===== config.mk =====
export PLATFORM = sky130hd
export DESIGN_NAME = ball_serializer
export DESIGN_NICKNAME = d
export VERILOG_FILES = /design/src/rtl/ball_pkg.sv /design/src/rtl/ball_fifo.sv /design/src/rtl/ball_serializer.sv
export SDC_FILE = /design/constraint.sdc
export NUM_CORES = 1
export LEC_CHECK = 0
export CELL_PAD_IN_SITES_DETAIL_PLACEMENT = 1
export CELL_PAD_IN_SITES_GLOBAL_PLACEMENT = 1
export CORE_MARGIN = 2
export CORE_UTILIZATION = 25
export CTS_CLUSTER_SIZE = 28
export DETAILED_ROUTE_END_ITERATION = 12
export PLACE_DENSITY_LB_ADDON = 0.3
export SYNTH_ARGS = -nofsm -noshare
export SYNTH_HDL_FRONTEND = slang
export SYNTH_SLANG_ARGS = --single-unit
export TNS_END_PERCENT = 1

===== constraint.sdc =====
create_clock -name clk -period 7 [get_ports clk]
set_input_delay 2.1 -clock clk [delete_from_list [all_inputs] [get_ports clk]]
set_output_delay 2.1 -clock clk [all_outputs]
set_load 0.05 [all_outputs]

===== src/rtl/ball_pkg.sv =====
// ---------------------------------------------------------------------------
// ball_pkg
// Shared definitions for the ball serializer slice.
//   BALL_FRAME_W / BALL_DEPTH : default frame width (balls) and FIFO depth
//   BALL_RED / BALL_BLUE      : colour encoding of one ball bit
//   ball_state_t, ST_IDLE/ST_SHIFT : shifter FSM state type and encodings
//   ball_colour()             : maps a raw frame bit onto the colour encoding
// ---------------------------------------------------------------------------
package ball_pkg;

    localparam int BALL_FRAME_W = 8;
    localparam int BALL_DEPTH   = 4;

    localparam logic BALL_RED  = 1'b1;
    localparam logic BALL_BLUE = 1'b0;

    typedef logic [0:0] ball_state_t;
    localparam ball_state_t ST_IDLE  = 1'b0;  // no frame loaded
    localparam ball_state_t ST_SHIFT = 1'b1;  // frame loaded, bits being issued

    function automatic logic ball_colour(input logic b);
        return b ? BALL_RED : BALL_BLUE;
    endfunction

endpackage


===== src/rtl/ball_fifo.sv =====
// ---------------------------------------------------------------------------
// ball_fifo
// Synchronous frame FIFO with occupancy count; head is shown combinationally.
// Ports:
//   clk, rst        : clock, asynchronous active-high reset
//   i_push, i_data  : write request and frame (ignored when full)
//   i_pop           : read request (ignored when empty)
//   o_head          : frame at the read pointer
//   o_count         : frames stored
//   o_full, o_empty : occupancy flags derived from o_count
// ---------------------------------------------------------------------------
module ball_fifo
    import ball_pkg::*;
#(
    parameter int W     = BALL_FRAME_W,
    parameter int DEPTH = BALL_DEPTH
) (
    input  logic                     clk,
    input  logic                     rst,
    input  logic                     i_push,
    input  logic [W-1:0]             i_data,
    input  logic                     i_pop,
    output logic [W-1:0]             o_head,
    output logic [$clog2(DEPTH):0]   o_count,
    output logic                     o_full,
    output logic                     o_empty
);

    localparam int AW = $clog2(DEPTH);
    localparam int CW = AW + 1;

    logic [W-1:0]  r_mem [DEPTH];
    logic [AW-1:0] r_wr_ptr;
    logic [AW-1:0] r_rd_ptr;
    logic [CW-1:0] r_count;
    logic          w_push;
    logic          w_pop;

    assign o_full  = (r_count == CW'(DEPTH));
    assign o_empty = (r_count == '0);
    assign w_push  = i_push && !o_full;
    assign w_pop   = i_pop && !o_empty;
    assign o_head  = r_mem[r_rd_ptr];
    assign o_count = r_count;

    // Pointers wrap naturally because DEPTH is a power of two.
    always_ff @(posedge clk or posedge rst) begin
        if (rst) begin
            r_wr_ptr <= '0;
            r_rd_ptr <= '0;
            r_count  <= '0;
        end else begin
            if (w_push) r_wr_ptr <= r_wr_ptr + AW'(1);
            if (w_pop)  r_rd_ptr <= r_rd_ptr + AW'(1);
            case ({w_push, w_pop})
                2'b10:   r_count <= r_count + CW'(1);
                2'b01:   r_count <= r_count - CW'(1);
                default: r_count <= r_count;
            endcase
        end
    end

    // Storage needs no reset: entries are only read after being written.
    always_ff @(posedge clk) begin
        if (w_push) r_mem[r_wr_ptr] <= i_data;
    end

endmodule


===== src/rtl/ball_serializer.sv =====
// ---------------------------------------------------------------------------
// ball_serializer
// Queues ball frames and shifts them out MSB first, one ball per unpaused
// cycle, with back-to-back frames issued without a gap.
// Ports:
//   clk, rst               : clock, asynchronous active-high reset
//   in_data/in_valid/in_ready : frame input; a frame is taken on any edge
//                            with in_valid=1 and in_ready=1 (in_ready does
//                            not depend on in_valid)
//   pause                  : downstream hold, no ball issued while high
//   di, di_valid           : registered serial ball bit and its qualifier
//   frame_done             : pulses with the last ball of each frame
//   fifo_count             : frames waiting (not counting the one shifting)
//   dbg_state              : current shifter state
// ---------------------------------------------------------------------------
module ball_serializer
    import ball_pkg::*;
#(
    parameter int FRAME_W = BALL_FRAME_W,
    parameter int DEPTH   = BALL_DEPTH
) (
    input  logic                   clk,
    input  logic                   rst,
    input  logic [FRAME_W-1:0]     in_data,
    input  logic                   in_valid,
    output logic                   in_ready,
    input  logic                   pause,
    output logic                   di,
    output logic                   di_valid,
    output logic                   frame_done,
    output logic [$clog2(DEPTH):0] fifo_count,
    output ball_state_t            dbg_state
);

    localparam int LW = $clog2(FRAME_W + 1);

    ball_state_t          r_state;
    logic [FRAME_W-1:0]   r_shreg;   // remaining bits, next one at the MSB
    logic [LW-1:0]        r_left;    // bits still to issue from r_shreg
    logic                 r_di;
    logic                 r_di_valid;
    logic                 r_frame_done;

    logic [FRAME_W-1:0]   w_head;
    logic                 w_full;
    logic                 w_empty;
    logic                 w_drained;
    logic                 w_pop;
    logic                 w_push;

    // After the last bit of a frame the FSM may stay in SHIFT with nothing
    // left when another frame is waiting; both cases load from the FIFO.
    assign w_drained = (r_state == ST_IDLE) || (r_left == '0);
    assign w_pop     = !pause && w_drained && !w_empty;
    assign in_ready  = !w_full && !rst;
    assign w_push    = in_valid && in_ready;

    ball_fifo #(
        .W     (FRAME_W),
        .DEPTH (DEPTH)
    ) u_fifo (
        .clk     (clk),
        .rst     (rst),
        .i_push  (w_push),
        .i_data  (in_data),
        .i_pop   (w_pop),
        .o_head  (w_head),
        .o_count (fifo_count),
        .o_full  (w_full),
        .o_empty (w_empty)
    );

    always_ff @(posedge clk or posedge rst) begin
        if (rst) begin
            r_state      <= ST_IDLE;
            r_shreg      <= '0;
            r_left       <= '0;
            r_di         <= BALL_BLUE;
            r_di_valid   <= 1'b0;
            r_frame_done <= 1'b0;
        end else begin
            r_di         <= BALL_BLUE;
            r_di_valid   <= 1'b0;
            r_frame_done <= 1'b0;
            if (!pause) begin
                if (!w_drained) begin
                    r_di       <= ball_colour(r_shreg[FRAME_W-1]);
                    r_di_valid <= 1'b1;
                    r_shreg    <= r_shreg << 1;
                    r_left     <= r_left - LW'(1);
                    if (r_left == LW'(1)) begin
                        r_frame_done <= 1'b1;
                        r_state      <= w_empty ? ST_IDLE : ST_SHIFT;
                    end
                end else if (!w_empty) begin
                    // Pop and issue the new frame's first ball on the same edge.
                    r_di       <= ball_colour(w_head[FRAME_W-1]);
                    r_di_valid <= 1'b1;
                    r_shreg    <= w_head << 1;
                    r_left     <= LW'(FRAME_W - 1);
                    r_state    <= ST_SHIFT;
                end else begin
                    r_state <= ST_IDLE;
                end
            end
        end
    end

    assign di         = r_di;
    assign di_valid   = r_di_valid;
    assign frame_done = r_frame_done;
    assign dbg_state  = r_state;

endmodule


==> results of run 1 <==
-- cells by family (layout without fill, tap and decap cells) --
family,Yosys count,in the layout,synth area share [%]
flops,54,54,65.8
simple gates,27,27,6.86
compound gates,23,23,8.06
buf+inv,14,37,3.05
mux,11,11,9.26
fa+ha+maj,8,8,4.68
xor+xnor,6,6,2.29
-- per-layer routing --
| layer | up-vias | wire, um | track usage [%] |
|---|---|---|---|
| li1 | 576 | - | - |
| met1 | 600 | 2030 | 12.8 |
| met2 | 17 | 1880 | 14.1 |
| met3 | 4 | 130 | 2.65 |
| met4 | 0 | 39 | 2.85 |
| met5 | - | 0 | 0 |
-- synthesized netlist by cell type (4+ instances only) --
cell       n  area (um2)
edfxtp_1  32         961
dfrtp_1   22         551
inv_1      8        30.0
mux4_2     8         180
ha_1       7        87.6
or3_1      7        43.8
o221a_2    6        67.6
nor2_1     5        18.8
xnor2_1    5        43.8
a21oi_1    4        20.0
and2_1     4        25.0
o21ai_0    4        20.0
-- metrics by stage --
stage               util [%]  cells  hold slack [ps]  total power, uW
finish                  30.8    274              516             1020
CTS                     30.8    274              523             1040
floorplan                  -    143              483              730
detailed placement      29.4    266              506              821
global route            30.8    274              547             1090
global placement        29.4    266              505              815
-- flip-flops by register name (all words and copies together) (netlist names) --
name,cells
r_left,4
r_shreg,7
dbg_state,1
frame_done,1
di_valid,1
di,1
u_fifo.o_count,3
u_fifo.r_rd_ptr,2
u_fifo.r_mem,32
u_fifo.r_wr_ptr,2
-- power breakdown --
| group | internal (uW) | leakage, uW | total (uW) | switching [uW] |
|---|---|---|---|---|
| clock network | 109 | 0.0000563 | 215 | 106 |
| registers | 410 | 0.000545 | 488 | 78.1 |
| logic | 153 | 0.000385 | 317 | 164 |
-- final cells by class --
class                           instances  area (um2)  area share [%]
Clock buffer                            5        68.8            2.54
Clock inverter                          3        48.8            1.80
Inverter                               10        38.8            1.43
Multi-Input combinational cell         75         716            26.4
Sequential cell                        54        1510            55.8
Tap cell                              108         135            4.99
Timing Repair Buffer                   19         190            7.02
-- worst max-delay path by stage --
stage	startpoint	endpoint	slack (ps)	cells past startpoint
final	rst	in_ready	1440	3
after global routing	rst	in_ready	1370	3
after CTS	rst	in_ready	1440	3
after detailed placement	rst	in_ready	1440	3
after global placement	rst	in_ready	1460	3
after floorplan	rst	in_ready	2040	1
-- critical path, stage by stage --
cell             delay (ps)
clkdlybuf4s50_1         420
a21oi_1                 120
clkdlybuf4s50_1         820
==> summary.txt, run 1 <==
Outcome
  • Status: finished, final reports clean

Setup path
  • RR Endpoint: u_fifo.o_count[1]
  • Flop-to-flop setup slack: 4550 ps
  • CP arrival: 3460 ps
  • Crit end category: output pin
  • R2r startpoint: r_left[0]
  • CP required: 4900 ps
  • CP startpoint kind: primary input
  • R2R depth: 8
  • CP Max Fanout: 2
  • Setup Crit Path Kind: in -> out

Route
  • Post-route ant nets: 0
  • Vias: 1,197
  • Drt wl/cell: 14.9 um
  • DR DRC count: 0
  • Initial detailed-routing violation count: 36
  • First-pass DRT Iterations: 4
  • Vias/cell: 4.37
  • Overall routed net length: 4.09 mm

Global route
  • Total congestion overflow: 0
  • Initial antenna violation count: 0
  • Largest net degree at the start of global routing: 24
  • Vias in the first global route: 1,337
  • Total GRT Usage: 9.25%
  • Global-route wire length before repair: 7.04 mm

STA
  • Max-slew violations: 0
  • Final min period: 5560 ps
  • Worst slew margin: 39.6%
  • Final setup viols: 0
  • Worst slew pin tran: 905 ps
  • Final hold viol count: 0
  • Setup TNS: 0 ps
  • RSZ-0062 raised after global routing: no
  • Worst setup margin: 1440 ps
  • Final Cycle Share: 79.4%
  • Highest clock rate: 0.180 GHz
  • Final Skew: 5.77 ps

Logic synthesis
  • Post-Synthesis Cells: 143
  • Synthesis Warnings: 0
  • Synthesized Nets: 163
  • Post-synthesis cell type count: 40
  • Mean area per synthesized cell: 16.1 um2
  • EDFF count, synth: 32
  • Register area share after synthesis: 65.8%
  • Top_reg_cell synth: edfxtp_1
  • Post-synth ARST share: 40.7%
  • Post-Syn Area: 2300 um2
  • #FFs+latches synth: 54

Job
  • Max-cap violation count: 0

Placement
  • Post-DP HPWL: 2.81 mm
  • Routability cong.: 0.637
  • Port Buffer Count: 19
  • Pre-CTS WS: 1440 ps
  • Dpl cell area: 2590 um2

Floorplan
  • IO Pins: 20
  • Die area: 9970 um2
  • Die X: 99.9 um
  • # rows: 34
  • Initial Utilization: 26.1%
  • Die height: 99.9 um
  • Core area: 8810 um2

Clock tree
  • CTS root buf: clkbuf_8
  • Setup Buffers After CTS: 0
  • Longest Clk Path Bufs: 2
  • CTS tree: done
  • H-tree levels: 2
  • Clk sinks: 54
  • Later-pin clock latency in the skew report: 310 ps
  • PostCTS Resize Cnt: 0
  • Worst-path clk slew: 100 ps
  • Cts bufs inserted: 5
  • Hold bufs inserted after CTS: 0

Finish
  • Fill count: 904
  • Most common cell after layout, fill and taps aside: edfxtp_1
  • Nets: 185
  • Final Instance Area: 2710 um2
  • Ratio of cells with drive above 1 in the final layout: 18.1%
  • N_diodes: 0
  • Most frequent cells in the layout: 32 x edfxtp_1, 22 x dfrtp_1, 19 x clkdlybuf4s50_1
  • Area delta synth->final: 17.9%

Min path
  • Hold path start: r_shreg[1]
  • Hold Path End: r_shreg[1]
  • Hold WC Path Type: reg -> reg
  • Worst hold stages: 2

Power and ir drop
  • PwrDens: 377 nW/um2
  • Leak: 0.000987 uW
  • Maximum VDD drop: 111 uV
(Power assumes the default switching activity.)
==> inputs of run 2 (changes only) <==
clock period = 5.2 ns   (was 7 ns; I/O delays follow)
==> run 2 against run 1 <==
  * Critical path depth is the same
  * Sequential power rose by 35%
  * Setup slack got worse by 710 ps
  * Die area did not move
  * Count of clock-buffer cells in the layout is the same
  * Register-to-register slack got worse by 1800 ps
  * Global-route usage shrank 0.084 points
  * Final area fell by 0.79%
  * Clock skew increased by 3.2 ps
==> summary.txt, run 2 (same netlist as run 1, synthesis figures left out) <==
Outcome
  • Status: finished, final reports clean

Clock tree
  • CTS root buf: clkbuf_8
  • Hold bufs inserted after CTS: 0
  • PostCTS Resize Cnt: 0
  • Cts bufs inserted: 5
  • Setup Buffers After CTS: 0
  • CTS tree: done
  • Worst-path clk slew: 100 ps
  • H-tree levels: 2
  • Later-pin clock latency in the skew report: 310 ps
  • Clk sinks: 54
  • Longest Clk Path Bufs: 2

Finish
  • Number of flip-flops in the largest register: 32
  • Fill count: 933
  • Largest registers: u_fifo.r_mem: 32 flops, r_shreg: 7 flops, r_left: 4 flops
  • Most common cell after layout, fill and taps aside: edfxtp_1
  • Final Core Density: 30.5%
  • Most frequent cells in the layout: 32 x edfxtp_1, 22 x dfrtp_1, 19 x clkdlybuf4s50_1
  • Ratio of cells with drive above 1 in the final layout: 18.0%
  • Area delta synth->final: 17.0%
  • Footprint of the multi-input gates: 716 um2
  • Final Instance Area: 2690 um2
  • Register area: 1510 um2
  • N_diodes: 0
  • Nets: 186
  • Top reg by flops: u_fifo.r_mem

Placement
  • Routability cong.: 0.641
  • Post-DP HPWL: 2.78 mm
  • Port Buffer Count: 19
  • Dpl cell area: 2600 um2

STA
  • Highest clock rate: 0.224 GHz
  • Final setup viols: 0
  • Final Cycle Share: 85.9%
  • Final min period: 4470 ps
  • RSZ-0062 raised after global routing: no
  • Final Skew: 8.96 ps
  • Setup TNS: 0 ps
  • Worst slew pin tran: 627 ps
  • Max-slew violations: 0
  • Worst slew margin: 58.2%
  • Final hold viol count: 0

Setup path
  • R2r startpoint: r_left[0]
  • WP buf/inv: 2
  • CP required: 3640 ps
  • Crit end category: output pin
  • CP startpoint kind: primary input
  • Setup Crit Path Kind: in -> out
  • CP arrival: 2910 ps
  • Worst path cell trace: clkdlybuf4s50_1 -> a21oi_1 -> clkdlybuf4s50_1
  • CP Max Fanout: 2
  • Top cell by count, worst path: clkdlybuf4s50_1
  • CP peak stage delay: 810 ps
  • RR Endpoint: u_fifo.o_count[1]
  • R2R depth: 8
  • Worst path slowest cell: clkdlybuf4s50_1
  • Flop-to-flop setup slack: 2750 ps
  • Top delay family on crit path: buffers and inverters

Route
  • Drt wl/cell: 15.0 um
  • Overall routed net length: 4.11 mm
  • Initial detailed-routing violation count: 20
  • DR DRC count: 0
  • Vias: 1,226
  • Vias/cell: 4.46
  • First-pass DRT Iterations: 3
  • Post-route ant nets: 0

Global route
  • Total GRT Usage: 9.17%
  • M3 GR Usage: 2.51%
  • Vias in the first global route: 1,302
  • Global-route track usage on met2: 14.3%
  • Gr busiest metal: met2
  • Global routing met1 resource utilization: 12.4%
  • Initial antenna violation count: 0
  • Global-route wire length before repair: 6.89 mm
  • Largest net degree at the start of global routing: 24
  • Total congestion overflow: 0

Floorplan
  • Die X: 99.9 um
  • IO Pins: 20
  • # rows: 34
  • Core area: 8810 um2
  • Die height: 99.9 um
  • Die area: 9970 um2
  • Initial Utilization: 26.1%

Power and ir drop
  • PwrDens: 492 nW/um2
  • Leak: 0.000978 uW
  • Psw: 469 uW
  • Comb pwr share: 32.3%
  • Maximum VDD drop: 163 uV
  • Share of power burned in registers: 49.8%
  • Switching Share: 35.5%
  • Overall Power: 1320 uW
  • Pint: 853 uW
  • Clk pwr share: 17.9%

Min path
  • Hold Path End: r_shreg[1]
  • Hold WC Path Type: reg -> reg
  • Hold path start: r_shreg[1]
  • Worst hold stages: 2

Job
  • Max-cap violation count: 0
run 2: changes by cell type in the layout (fill, tap and decap cells not counted), sizes merged:
| cell | change |
|---|---|
| buf | +1 |
| bufinv | -1 |
| clkinv | +1 |
run 2: cell type report:
type / count / area share, %
Sequential cell: 54 / 56.2
Multi-Input combinational cell: 75 / 26.6
Timing Repair Buffer: 20 / 7.36
Tap cell: 108 / 5.03
Clock buffer: 5 / 2.56
Inverter: 10 / 1.44
Clock inverter: 3 / 0.745
run 2: worst max path at each step:
stage	start	end	slack (ps)	cells after the start
global placement	rst	in_ready	740	3
CTS	rst	in_ready	730	3
detailed placement	rst	in_ready	730	3
finish	rst	in_ready	730	3
global route	rst	in_ready	660	3
floorplan	rst	in_ready	1320	1
run 2: power by group through the flow:
stage	Combinational, uW	Sequential [uW]	Clock, uW
detailed placement	434	672	0
CTS	435	662	250
global placement	428	669	0
floorplan	303	680	0
global route	470	678	267
finish	427	658	237
run 2: through the flow:
stage / setup slack (ps) / cells / hold slack, ps
final: 733 / 275 / 508
after global routing: 655 / 275 / 536
after CTS: 726 / 275 / 517
after detailed placement: 726 / 267 / 501
after global placement: 737 / 267 / 504
after floorplan: 1320 / 143 / 483
run 2: worst min-delay path, stage by stage, from the launching register on:
cell and delay [ps]:
dfrtp_1 380, inv_1 50, o2bb2ai_1 50
run 2: routing by layer:
layer	vias up	part of all wire, %
met5	-	0
li1	578	-
met4	0	1.2
met1	622	49
met3	7	3.5
met2	19	47
==> inputs of run 3 (changes only) <==
SKIP_CTS_REPAIR_TIMING = 1   (was default)
==> results of run 3 <==
Same layout as run 2: the final DEF is identical, and so are final timing and power.
